$ cat src/rtl/xa_bf_pkg.sv
// Shared definitions for the beam forming stage: FSM encodings, DDR beat width,
// and input RAM select constants.
package xa_bf_pkg;

  localparam int unsigned C_DDR_DW = 128;

  localparam logic C_RAM0 = 1'b0;
  localparam logic C_RAM1 = 1'b1;

  typedef enum logic [1:0] {
    ST_IDLE = 2'd0,
    ST_REQ  = 2'd1,
    ST_DATA = 2'd2,
    ST_DONE = 2'd3
  } state_t;

endpackage

$ cat src/rtl/xa_bf_ram_loader.sv
// DDR3-to-input-RAM loader. Each load command fetches P_burst_num bursts of
// P_burst_len beats starting at the frame base address, writes them into
// RAM0 or RAM1 through a single output register, then pulses o_load_end.
module xa_bf_ram_loader
  import xa_bf_pkg::*;
#(
  parameter int unsigned P_dw        = C_DDR_DW,
  parameter int unsigned P_ram_aw    = 10,
  parameter logic [7:0]  P_burst_len = 8'd64,
  parameter logic [7:0]  P_burst_num = 8'd16,
  parameter logic [31:0] P_addr_step = 32'd1024
) (
  input  logic                i_clk156m,
  input  logic                i_rst,
  input  logic                i_load_start,
  input  logic                i_ram_sel,
  input  logic [31:0]         i_base_addr,
  input  logic                i_abort,
  output logic                o_rd_req,
  output logic [31:0]         o_rd_addr,
  output logic [7:0]          o_rd_len,
  input  logic                i_rd_ack,
  input  logic                i_rd_valid,
  input  logic [P_dw-1:0]     i_rd_data,
  output logic                o_ram_we,
  output logic                o_ram_sel,
  output logic [P_ram_aw-1:0] o_ram_addr,
  output logic [P_dw-1:0]     o_ram_wdata,
  output logic                o_load_end,
  output logic                o_busy,
  output logic                o_err
);

  localparam logic [P_ram_aw-1:0] L_one = P_ram_aw'(1);

  state_t              r_state;
  state_t              w_state_nxt;
  logic                r_sel_lat;     // target RAM captured at load start
  logic [31:0]         r_rd_addr;
  logic [7:0]          r_burst_cnt;
  logic [7:0]          r_beat_cnt;
  logic [P_ram_aw-1:0] r_wr_ptr;      // next RAM word to be written
  logic                r_ram_we;
  logic                r_ram_sel;
  logic [P_ram_aw-1:0] r_ram_addr;
  logic [P_dw-1:0]     r_ram_wdata;
  logic                r_err;

  logic                w_beat_ok;
  logic                w_burst_end;
  logic                w_more;
  logic                w_start_ok;
  logic                w_err_set;
  logic [7:0]          w_burst_inc;

  // Next-state decode plus the per-cycle strobes that steer the datapath.
  always_comb begin
    // NOTE: every signal gets a default before any branch so no latch is inferred.
    w_state_nxt = r_state;
    w_beat_ok   = 1'b0;
    w_burst_end = 1'b0;
    w_start_ok  = 1'b0;
    w_burst_inc = r_burst_cnt + 8'd1;
    w_more      = (w_burst_inc < P_burst_num);
    if (i_abort) begin
      w_state_nxt = ST_IDLE;
    end else begin
      case (r_state)
        ST_IDLE: if (i_load_start) begin
          w_start_ok  = 1'b1;
          w_state_nxt = ST_REQ;
        end
        ST_REQ: if (i_rd_ack) w_state_nxt = ST_DATA;
        ST_DATA: begin
          // Burst is closed the cycle after its last beat has been taken.
          if (r_beat_cnt == P_burst_len) begin
            w_burst_end = 1'b1;
            w_state_nxt = w_more ? ST_REQ : ST_DONE;
          end else if (i_rd_valid) begin
            w_beat_ok = 1'b1;
          end
        end
        ST_DONE: w_state_nxt = ST_IDLE;
        default: w_state_nxt = ST_IDLE;
      endcase
    end
    // A start while busy and any beat that cannot be stored are protocol errors.
    w_err_set = (i_load_start && (r_state != ST_IDLE)) ||
                (i_rd_valid && ((r_state != ST_DATA) || (r_beat_cnt == P_burst_len)));
  end

  // State register.
  always_ff @(posedge i_clk156m) begin
    // NOTE: sequential state uses non-blocking assignments so all registers update together.
    if (i_rst) r_state <= ST_IDLE;
    else       r_state <= w_state_nxt;
  end

  // Counters, request address, write register and sticky error flag.
  always_ff @(posedge i_clk156m) begin
    if (i_rst) begin
      r_sel_lat   <= C_RAM0;
      r_rd_addr   <= '0;
      r_burst_cnt <= '0;
      r_beat_cnt  <= '0;
      r_wr_ptr    <= '0;
      r_ram_we    <= 1'b0;
      r_ram_sel   <= C_RAM0;
      r_ram_addr  <= '0;
      r_ram_wdata <= '0;
      r_err       <= 1'b0;
    end else begin
      r_ram_we <= w_beat_ok;
      if (w_beat_ok) begin
        r_ram_addr  <= r_wr_ptr;
        r_ram_wdata <= i_rd_data;
        r_ram_sel   <= r_sel_lat;
        r_wr_ptr    <= r_wr_ptr + L_one;
        r_beat_cnt  <= r_beat_cnt + 8'd1;
      end
      if (w_burst_end) begin
        r_beat_cnt  <= '0;
        r_burst_cnt <= w_burst_inc;
        if (w_more) r_rd_addr <= r_rd_addr + P_addr_step;
      end
      if (w_start_ok) begin
        r_sel_lat   <= i_ram_sel;
        r_rd_addr   <= i_base_addr;
        r_burst_cnt <= '0;
        r_beat_cnt  <= '0;
        r_wr_ptr    <= '0;
      end
      if (i_abort) begin
        r_burst_cnt <= '0;
        r_beat_cnt  <= '0;
        r_wr_ptr    <= '0;
      end
      if (w_err_set) r_err <= 1'b1;
    end
  end

  assign o_rd_req    = (r_state == ST_REQ);
  assign o_rd_addr   = r_rd_addr;
  assign o_rd_len    = o_rd_req ? P_burst_len : 8'd0;
  assign o_ram_we    = r_ram_we;
  assign o_ram_sel   = r_ram_sel;
  assign o_ram_addr  = r_ram_addr;
  assign o_ram_wdata = r_ram_wdata;
  assign o_load_end  = (r_state == ST_DONE);
  assign o_busy      = (r_state != ST_IDLE);
  assign o_err       = r_err;

endmodule

$ cat config.mk
export PLATFORM = sky130hd
export DESIGN_NAME = xa_bf_ram_loader
export DESIGN_NICKNAME = d
export VERILOG_FILES = /design/src/rtl/xa_bf_pkg.sv /design/src/rtl/xa_bf_ram_loader.sv
export SDC_FILE = /design/constraint.sdc
export NUM_CORES = 1
export LEC_CHECK = 0
export BUFFER_PORTS_ARGS = -buffer_cell sky130_fd_sc_hd__buf_2
export CORE_ASPECT_RATIO = 1.5
export CORE_MARGIN = 10
export CORE_UTILIZATION = 40
export CTS_BUF_LIST = sky130_fd_sc_hd__clkbuf_4 sky130_fd_sc_hd__clkbuf_8 sky130_fd_sc_hd__clkbuf_16
export DETAILED_ROUTE_END_ITERATION = 10
export GPL_ROUTABILITY_DRIVEN = 0
export PLACE_DENSITY = 0.69
export SLEW_MARGIN = 15
export SYNTH_ARGS = -nofsm -noshare
export SYNTH_HDL_FRONTEND = slang
export SYNTH_SLANG_ARGS = --single-unit
$ cat constraint.sdc
create_clock -name i_clk156m -period 4.7 [get_ports i_clk156m]
set_input_delay 0.47 -clock i_clk156m [delete_from_list [all_inputs] [get_ports i_clk156m]]
set_output_delay 0.47 -clock i_clk156m [all_outputs]
set_load 0.05 [all_outputs]
* After elaboration in Yosys (flattened, before gate mapping)
Index checks and enable logic that the tools add are counted.
Operators by class: add/sub/neg operators 4, multipliers 0, divide/modulo/power cells 0, magnitude comparators 1, equal/unequal tests 8, shift-type cells 0, multiplexer cells 19, bitwise logic cells 0, reductions and logical operators 13
Operator list (count):
- $mux 32 | 3
- $add 32x11->32 const B | 1
- $add 8x1->8 const B | 2
- $add 10x1->10 const B | 1
- $mux 1 | 10
- $eq 8x7->1 const B | 1
- $lt 8x5->1 const B | 1
- $mux 2 | 4
- $pmux 2 s4 | 1
- $mux 7 | 1
- $ne 2x2->1 const B | 3
- $reduce_bool 2->1 | 3
- $eq 2x2->1 const B | 2
- $reduce_or 4->1 | 1
- $reduce_and 3->1 | 1
- $reduce_or 3->1 | 1
- $eq 2x1->1 const B | 1
- $logic_and 1x1->1 | 2
- $logic_not 2->1 | 1
- $logic_or 1x1->1 | 2
- $ne 2x1->1 const B | 1
- $reduce_and 2->1 | 1
- $reduce_or 2->1 | 1
Storage, ports and cells: flip-flop bits (word level) 202, latch bits 0, RAM bits 0, memory bits (read-only) 0, input bits 167, output and inout bits 184, logic and storage cells 56, memories 0

* Depth between registers and ports, before layout
Gate-level depths: netlist of run 1.
depth after elaboration 6, mapped depth 9, depth with buffers taken out 7

* Worst setup path before layout of run 1
No wires, ideal clock.
path type reg2out, from register r_state[0], to output o_rd_len[6], arrival 1.731 ns, data required time 4.230 ns, setup slack 2.499 ns, stages on the path, launching flop included 4, buffers on the path 2, path through dfxtp_1 > clkbuf_1 > nor2b_1 > buf_4
On the way: longest elaborated chain between the ends 2
RTL lines:
- start, declared | RTL line xa_bf_ram_loader.sv:36 | state_t r_state;
- start signal, assigned | RTL line xa_bf_ram_loader.sv:96 | else r_state <= w_state_nxt;
- $eq 2x1->1 | RTL line xa_bf_ram_loader.sv:142 | assign o_rd_req = (r_state == ST_REQ);
- via o_rd_req | RTL line xa_bf_ram_loader.sv:19 | output logic o_rd_req,
- $mux 7 | RTL line xa_bf_ram_loader.sv:144 | assign o_rd_len = o_rd_req ? P_burst_len : 8'd0;
- end, declared | RTL line xa_bf_ram_loader.sv:21 | output logic [7:0] o_rd_len,
The timed path passes the listed nets, and every way through them passes these cells.

* Worst setup path in the final report of run 1
from register r_state[1], to register r_ram_wdata[51] (netlist: o_ram_wdata[51])
On the way: longest elaborated chain between the ends 3
RTL lines:
- $eq 2x2->1 | RTL line xa_bf_ram_loader.sv:68 | case (r_state)
- $mux 1 | RTL line xa_bf_ram_loader.sv:68
- $mux 1 | RTL line xa_bf_ram_loader.sv:65 | if (i_abort) begin
- end signal, assigned | RTL line xa_bf_ram_loader.sv:116 | r_ram_wdata <= i_rd_data;
- end, declared | RTL line xa_bf_ram_loader.sv:46 | logic [P_dw-1:0] r_ram_wdata;
Every way passes these cells. A chain may end at the register's enable or synchronous reset.

==> results.md, run 1 <==
* Run status: complete, no violations
* Max H-tree Level at 1
* Final Cycle Share at 56.08%
* Slowest stage delay, CP at 0.89 ns
* Highest routed layer: met5
* Setup Crit Path Kind: reg2reg
* Main combinational cell family by area after synthesis: simple AND/OR/NAND/NOR gates
* Layout Nets at 1497
* WP data arrival at 3.04 ns
* Layout cells sized above 1 at 29.69%
* Post-DR wirelength/cell at 16.17 um
* Layout filler cell count at 1893
* Compound-gate portion of the synthesized area at 13.85%
* First-pass GRT wire length at 40430 um
* Biggest fanout along the worst timing path at 40
* Post-synth EDFFs at 0
* Setup crit start kind: flop
* Clk buf depth at 3
* Die X at 135.6 um
* Starting Density at 40.54%
* Initial drt markers at 498
* Top cells by count, synth: nand2_1, dfxtp_1, a21oi_1, nor2_1, clkbuf_1
* Worst Tran Pin Value at 1.078 ns
* Setup crit end kind: flop
* Post-Synth XOR/XNOR Area at 2.512%
* # resized after CTS at 0
* Overflow after GRT at 0
* Drt drc at 0
* Total CTS buffers at 21
* Simple-gate portion of the synthesized area at 27.54%
* Sequential area share after synthesis at 50.42%
* Root buffer cell: clkbuf_16
* YS warnings at 0
* Vert. Die Dim at 193.4 um
* HPWL after detailed placement at 18570 um
* Post-synth top area share at 50.42%
* Wire length on met2 at 13420 um
* Main synth FF type: dfxtp_1
* Clock transition at path regs at 0.06 ns
* Io pins at 351
* Final Hold Viols at 0
* Yosys reg bits at 202
* Setup TNS at 0 ns
* Initial antenna violation count at 4
* Max Slew Vio Count at 0
* Final setup viols at 0
* CTS Hold Bufs at 0
* Vias in the first global route at 7649
* Area delta synth->final at 31.65%
* Worst EP required at 5.11 ns
* VDD IR max at 0.2575 mV
* Unique masters post-synth at 47
* Area contributors post-synth: dfxtp_1, nand2_1, a21oi_1
* Area leader, netlist: dfxtp_1
* Row count at 63
* Worst skew pair latency at 0.49 ns
* Max Cap Viol at 0
* Postcts setup bufs at 0
* Core Region at 0.01979 mm2
* Final WS setup at 2.064 ns
* Fin util at 53.37%
* Lkg Pwr at 0.004425 uW
* CTS tree: yes
* Period minus WS final at 2.636 ns
* Synth Area in Adders at 0.7800%
* Vias per cell at 4.966
* Largest net degree at the start of global routing at 97
* Count leader, synth: nand2_1
* Pre-CTS WS at 2.063 ns
* RSZ-0062 raised after global routing: no
* Met1 wire length at 9641 um
* Synth Area per Inst at 7.825 um2
* FMAX at 379.4 MHz
* Post-route ant nets at 0
* Crit path max-delay cell type: a21oi_4
* Worst hold path type: in2reg
* First-pass DRT Iterations at 5
* Buffers on Ports at 343
* Met3 routed WL at 2013 um
* Die ar. at 0.02623 mm2
* CTS sink count at 202
* Routed wire length at 25870 um
* Final Skew at 0.008578 ns
* Tot GR Track Use at 18.46%
* Mux share of post-synthesis cell area at 0%
* Vias at 7946
* Mapped Cells at 1025
* Power Density at 354.3 mW/mm2
* CP cell instances: nand4bb_1 > a21oi_4 > buf_4 > nand2_1 > a21oi_1
* FFs w/ async S/R, synth at 0%
* Worst rel slew slack at 27.95%
* Post-Syn Area at 0.008020 mm2
[stage by stage]
| stage | power (uW) | instance area, um2 | cells | hold WS, ns |
|---|---|---|---|---|
| detailed placement | 2080 | 9842 | 1562 | 0.4430 |
| global route | 3878 | 10560 | 1600 | 0.1986 |
| finish | 3741 | 10560 | 1600 | 0.2100 |
| CTS | 3795 | 10550 | 1597 | 0.1904 |
| global placement | 2078 | 9842 | 1562 | 0.4364 |
| floorplan | 1969 | 8043 | 1031 | 0.4322 |
[worst max-delay path, delay by kind of cell, from the launching register on]
kind,cells,cell delay [ns]
AO/OA/AOI/OAI,2,1.03
AND/OR/NAND/NOR,2,0.39
flip-flops,1,0.66
buffers and inverters,1,0.45
[metal layers]
metal	vias up	GRT usage, %
met5	-	0
met4	2	6.738
met3	49	5.109
met2	251	32.92
met1	3625	20.01
li1	4019	-
[area by class of cell]
type                    instances  area, um2  area share, %
clock buffers                  30      630.6          5.972
well taps                     260      325.3          3.081
repair buffers                351       1792          16.97
inverters                       8      30.03         0.2844
multi-input cells             741       3655          34.61
flip-flops and latches        202       4044          38.30
diodes                          3      7.507        0.07110
clock inverters                 5      75.07         0.7110
[registers in the layout, summed over array words and instances, names as in the netlist]
signal	flops
r_burst_cnt	8
o_rd_addr	32
r_state	2
o_err	1
o_ram_sel	1
r_sel_lat	1
r_wr_ptr	10
o_ram_wdata	128
o_ram_we	1
r_beat_cnt	8
o_ram_addr	10
[final timing paths]
check	start	end	slack [ns]	cells past startpoint
max	r_state[1]$_SDFFE_PP0P_	o_ram_wdata[51]$_SDFFE_PP0P_	2.06	5
max reg2reg	r_state[1]$_SDFFE_PP0P_	o_ram_wdata[51]$_SDFFE_PP0P_	2.06	5
min	i_rd_data[112]	o_ram_wdata[112]$_SDFFE_PP0P_	0.21	3
min reg2reg	o_ram_wdata[16]$_SDFFE_PP0P_	o_ram_wdata[16]$_SDFFE_PP0P_	0.45	2
[cells in the final DEF, fill, tap and decap left out, types with 11 or more instances in the layout]
cell         n
nand4_1     12
xor2_1      11
nand2_1    342
nand3_1     16
nor3_1      12
clkbuf_16   21
buf_2      342
a311oi_1    12
nor4_1      28
dfxtp_1    202
xnor2_1     12
a21oi_1    157
nor2_1      63
[cells by family (layout without fill, tap and decap cells)]
group / after synthesis / in the layout
compound gates: 198 / 198
fa+ha+maj: 5 / 5
buf+inv: 88 / 394
simple gates: 508 / 508
flops: 202 / 202
xor+xnor: 23 / 23
other cells: 1 / 10
[power breakdown]
part           switching (uW)  leakage (uW)  internal, uW  total [uW]
Sequential               22.4       0.00163          1730        1760
Combinational             189       0.00244          95.1         284
Clock                     664      0.000356          1040        1700
(Power assumes the default switching activity.)
==> run 2, diff against run 1 <==
PLACE_DENSITY = 0.72   (was 0.69)
clock period = 2.2 ns   (was 4.7 ns; I/O delays follow)
==> run 2 against run 1 <==
Net effect: sequential power up 110%; combinational power grew to 3.0 times the previous value; die area is the same; register-to-register slack got worse by 2.0 ns; wire length up 13%; clock-buffer cell count fell by 5; design area grew 17%; power increased by 130%; setup slack worse by 2.0 ns; critical path type unchanged.
==> results.md, run 2 (same netlist as run 1, synthesis figures left out) <==
* Worst skew pair latency at 0.50 ns
* Clk buf depth at 3
* CP delay by family, top: simple AND/OR/NAND/NOR gates
* Initial drt markers at 578
* Fin util at 62.54%
* First-pass DRT Iterations at 8
* Vias in the first global route at 8751
* Cell area after placement at 0.01011 mm2
* Area delta synth->final at 54.27%
* Lkg Pwr at 0.005218 uW
* Clock transition at path regs at 0.06 ns
* Io pins at 351
* Worst r2r src: r_burst_cnt[0]$_SDFFE_PP0P_
* Worst path bufs/invs at 1
* Max Slew Vio Count at 0
* Routed wire length at 29160 um
* Worst rel slew slack at 59.19%
* Post-DR wirelength/cell at 16.45 um
* Setup crit end kind: flop
* Most frequent cells in the layout: nand2_1, buf_2, dfxtp_1
* Vias per cell at 5.072
* Worst reg2reg endpoint: o_rd_addr[21]$_SDFFE_PP0P_
* Crit path top cell by count: nor4_1
* Period minus WS final at 2.113 ns
* Final Hold Viols at 0
* Vias at 8987
* CTS tree: yes
* CP cell instances: ha_1 > and3_1 > and4_1 > o311ai_4 > buf_4 > nor4_1 > nor4_1
* Crit path max-delay cell type: o311ai_4
* Run status: complete, no violations
* Area of the multi-input gates at 0.003680 mm2
* Total CTS buffers at 20
* Crit path to: o_rd_addr[21]$_SDFFE_PP0P_
* Largest net degree at the start of global routing at 95
* Initial antenna violation count at 1
* Root buffer cell: clkbuf_16
* Layout filler cell count at 1599
* Drt drc at 0
* Worst EP required at 2.58 ns
* Crit path from: r_burst_cnt[0]$_SDFFE_PP0P_
* First-pass GRT wire length at 45760 um
* Worst hold path type: in2reg
* Final setup viols at 0
* Setup crit start kind: flop
* HPWL after detailed placement at 19280 um
* Critical path depth at 7
* Max Cap Viol at 0
* Layout cells sized above 1 at 28.66%
* Row count at 63
* Largest register FFs at 128
* Tot GR Track Use at 20.79%
* Reg-to-reg slack, setup at 0.09 ns
* Hold Slack at 0.02923 ns
* FMAX at 473.3 MHz
* Power Density at 693.7 mW/mm2
* R2r worst-path depth at 7
* Max H-tree Level at 1
* Layout Nets at 1671
* Post-route ant nets at 0
* Slowest stage delay, CP at 0.42 ns
* Final Skew at 0.02103 ns
* FF+latch area at 0.004044 mm2
* WP data arrival at 2.49 ns
* VDD IR max at 0.5241 mV
* Biggest fanout along the worst timing path at 11
* CTS sink count at 202
* Die ar. at 0.02623 mm2
* Core Region at 0.01979 mm2
* Vert. Die Dim at 193.4 um
* Buffers on Ports at 343
* Fin area at 0.01237 mm2
* Worst Tran Pin Value at 0.6122 ns
* Setup Crit Path Kind: reg2reg
* Overflow after GRT at 0
* Die X at 135.6 um
* Starting Density at 40.54%
* Final Cycle Share at 96.03%
==> run 2: worst min-delay path by stage <==
stage | start | endpoint | slack (ns) | cells past startpoint
after floorplan | i_ram_sel | r_sel_lat$_SDFFE_PP0P_ | 0.36 | 2
after global placement | o_err$_SDFFE_PP0P_ | o_err$_SDFFE_PP0P_ | 0.43 | 2
after detailed placement | o_ram_wdata[15]$_SDFFE_PP0P_ | o_ram_wdata[15]$_SDFFE_PP0P_ | 0.44 | 2
after CTS | i_base_addr[13] | o_rd_addr[13]$_SDFFE_PP0P_ | 0.004 | 3
after global routing | i_base_addr[10] | o_rd_addr[10]$_SDFFE_PP0P_ | 0.02 | 3
final | i_base_addr[29] | o_rd_addr[29]$_SDFFE_PP0P_ | 0.03 | 3
==> run 2: through the flow <==
step	instances	total power, uW	setup TNS (ns)	setup slack, ns
4_1_cts	1768	8672	0	0.04128
3_3_place_gp	1591	4457	0	0.1490
6_report	1772	8583	0	0.08728
2_1_floorplan	1031	4207	0	0.04239
5_1_grt	1772	8871	-0.1662	-0.05651
3_5_place_dp	1591	4462	0	0.05500
==> run 2: cell type report <==
type	count	share of cell area [%]
Antenna cell	1	0.02022
Inverter	8	0.2427
Clock inverter	9	1.618
Timing Repair Buffer	526	28.43
Multi-Input combinational cell	741	29.74
Sequential cell	202	32.68
Tap cell	260	2.629
Clock buffer	25	4.642
==> run 2: layer usage <==
layer / routed length (um) / GRT usage (%) / up-vias
li1: - / - / 4372
met4: 1253 / 9.490 / 0
met5: 0 / 0 / -
met2: 14710 / 35.84 / 378
met1: 10660 / 23.03 / 4154
met3: 2528 / 5.524 / 83
==> run 2: repair_timing <==
action	CTS	global route
setup buffers	0	3
hold buffers	143	0
endpoints found under the hold margin	143	0
resized for setup	0	7
endpoints found under the setup margin	0	14
==> run 2: where the power goes <==
part | total [uW] | internal (uW) | leakage (uW) | switching [uW]
clock network | 3980 | 2550 | 0.000374 | 1430
logic | 852 | 387 | 0.00321 | 465
registers | 3750 | 3700 | 0.00163 | 44.2
==> run 2: worst register-to-register path, cell delays in order (launching register included) <==
cell      delay, ns
dfxtp_1        0.31
ha_1           0.22
and3_1         0.21
and4_1         0.24
o311ai_4       0.42
buf_4          0.27
nor4_1         0.08
nor4_1         0.27
==> run 3, diff against run 2 <==
CORE_ASPECT_RATIO = 1.2   (was 1.5)
==> run 3 against run 2 <==
Net effect: maximum frequency down 0.77%; setup slack lost 0.016 ns; non-clock buffer count decreased by 1; critical path type unchanged; clock skew shrank 0.0047 ns; largest cell class unchanged; design area is 0.76% higher.
==> results.md, run 3 (same netlist as run 1, synthesis figures left out) <==
* Worst Tran Pin Value at 0.5533 ns
* CTS sink count at 202
* Tot GR Track Use at 20.72%
* Final Cycle Share at 96.78%
* First-pass GRT wire length at 45710 um
* Io pins at 351
* Setup Crit Path Kind: reg2reg
* Final Hold Viols at 0
* Clock network power share at 45.2%
* Lkg Pwr at 0.005247 uW
* Largest net degree at the start of global routing at 72
* Worst skew pair latency at 0.50 ns
* CP cell instances: ha_1 > and3_1 > nor4_2 > buf_4 > o311ai_4 > buf_12 > or3_1 > a311oi_1
* Vias at 8953
* First-pass DRT Iterations at 5
* VDD IR max at 0.6045 mV
* Postcts setup bufs at 0
* Final Skew at 0.01636 ns
* Setup crit start kind: flop
* Power Density at 675.2 mW/mm2
* Area delta synth->final at 55.45%
* Period minus WS final at 2.129 ns
* Vias per cell at 5.030
* Root buffer cell: clkbuf_16
* Drt drc at 0
* Largest register FFs at 128
* Initial antenna violation count at 2
* HPWL after detailed placement at 18650 um
* Buffers on Ports at 343
* Sw Share at 23.61%
* Worst rel slew slack at 63.12%
* Crit path max-delay cell type: dfxtp_2
* Slowest stage delay, CP at 0.34 ns
* Core Region at 0.01962 mm2
* Reg power frac at 44.5%
* Switching power at 1988 uW
* Layout cells sized above 1 at 28.94%
* Worst hold path type: in2reg
* WP data arrival at 2.54 ns
* Biggest fanout along the worst timing path at 26
* Clk buf depth at 3
* Total CTS buffers at 22
* Vert. Die Dim at 175.1 um
* Worst EP required at 2.61 ns
* Routed wire length at 29020 um
* Initial drt markers at 516
* Most frequent cells in the layout: nand2_1, buf_2, dfxtp_1
* Run status: complete, no violations
* Max Cap Viol at 0
* Combinational Power Share at 10.3%
* Final WS setup at 0.07092 ns
* Fin util at 63.55%
* Internal at 6431 uW
* CTS tree: yes
* Max H-tree Level at 1
* Layout Nets at 1673
* Final setup viols at 0
* Post-DR wirelength/cell at 16.30 um
* Max Slew Vio Count at 0
* Die ar. at 0.02614 mm2
* Overflow after GRT at 0
* Starting Density at 40.88%
* RSZ-0062 raised after global routing: yes
* Die X at 149.3 um
* Vias in the first global route at 8929
* Row count at 56
* Setup crit end kind: flop
* Clock transition at path regs at 0.06 ns
* FMAX at 469.7 MHz
* Post-route ant nets at 0
* Pre-CTS WS at -0.02000 ns
run 3: cell count changes in the layout (fill, tap and decap cells not counted), moves of 2 or more:
| cell | previous run | this run |
|---|---|---|
| buf_12 | 5 | 10 |
| buf_4 | 35 | 23 |
| bufinv_16 | 6 | 2 |
| clkbuf_16 | 21 | 23 |
| clkbuf_4 | 1 | 4 |
| clkinv_2 | 1 | 5 |
| dfxtp_1 | 202 | 200 |
| dfxtp_2 | 0 | 2 |
| dlygate4sd3_1 | 143 | 149 |
| nor4_1 | 26 | 22 |
| nor4_2 | 2 | 6 |
run 3: worst paths after layout:
check,startpoint,slack (ns),endpoint,depth (start not counted)
hold / removal,i_rd_data[103],0.01,o_ram_wdata[103]$_SDFFE_PP0P_,3
hold reg to reg,o_err$_SDFFE_PP0P_,0.44,o_err$_SDFFE_PP0P_,2
setup / recovery,r_burst_cnt[1]$_SDFFE_PP0P_,0.07,o_rd_addr[10]$_SDFFE_PP0P_,8
setup reg to reg,r_burst_cnt[1]$_SDFFE_PP0P_,0.07,o_rd_addr[10]$_SDFFE_PP0P_,8
run 3: power by group through the flow:
stage                     Combinational, uW  Sequential, uW  Clock (uW)
after floorplan                         228            3980           0
after global placement                  632            3820           0
after detailed placement                637            3830           0
after CTS                               852            3740        3890
after global routing                    924            3750        4030
final                                   865            3750        3810
run 3: critical path: cells and delay by family, from the launching register on:
kind	cells	cell delay [ns]
adders and majority gates	1	0.21
AOI/OAI and AO/OA	2	0.39
DFF	1	0.34
buffers and inverters	2	0.39
and+or+nand+nor	3	0.70
run 3: final cells by class:
class | instances | area (um2)
tap | 261 | 326.6
antenna | 2 | 5.005
clock inverter | 9 | 100.1
clock buffer | 31 | 660.6
multi-input combinational | 742 | 3711
fill | 1644 | 7152
timing repair buffer | 525 | 3587
inverter | 8 | 30.03
sequential | 202 | 4046
run 3: metrics by stage:
step | TNS [ns] | instances | cell area, um2 | hold slack (ns) | total power, uW
finish | 0 | 1780 | 12470 | 0.01093 | 8418
global route | -0.08779 | 1780 | 12470 | 0.01323 | 8705
CTS | 0 | 1777 | 12400 | 0.003438 | 8489
detailed placement | -0.03366 | 1588 | 10150 | 0.4371 | 4463
global placement | 0 | 1588 | 10150 | 0.4306 | 4456
floorplan | 0 | 1031 | 8043 | 0.3560 | 4207
run 3: layer usage:
metal	GRT usage, %	up-vias	share of wire, %
li1	-	4376	-
met1	22.27	4095	36
met2	36.12	392	50
met3	6.513	90	9.1
met4	9.459	0	4.5
met5	0	-	0
run 3: timing repair:
item / CTS / global route
pin swaps: 0 / 5
gates resized for setup: 1 / 12
gates cloned: 0 / 1
setup endpoints to repair: 8 / 18
hold endpoints to repair: 149 / 0
hold buffers: 149 / 0
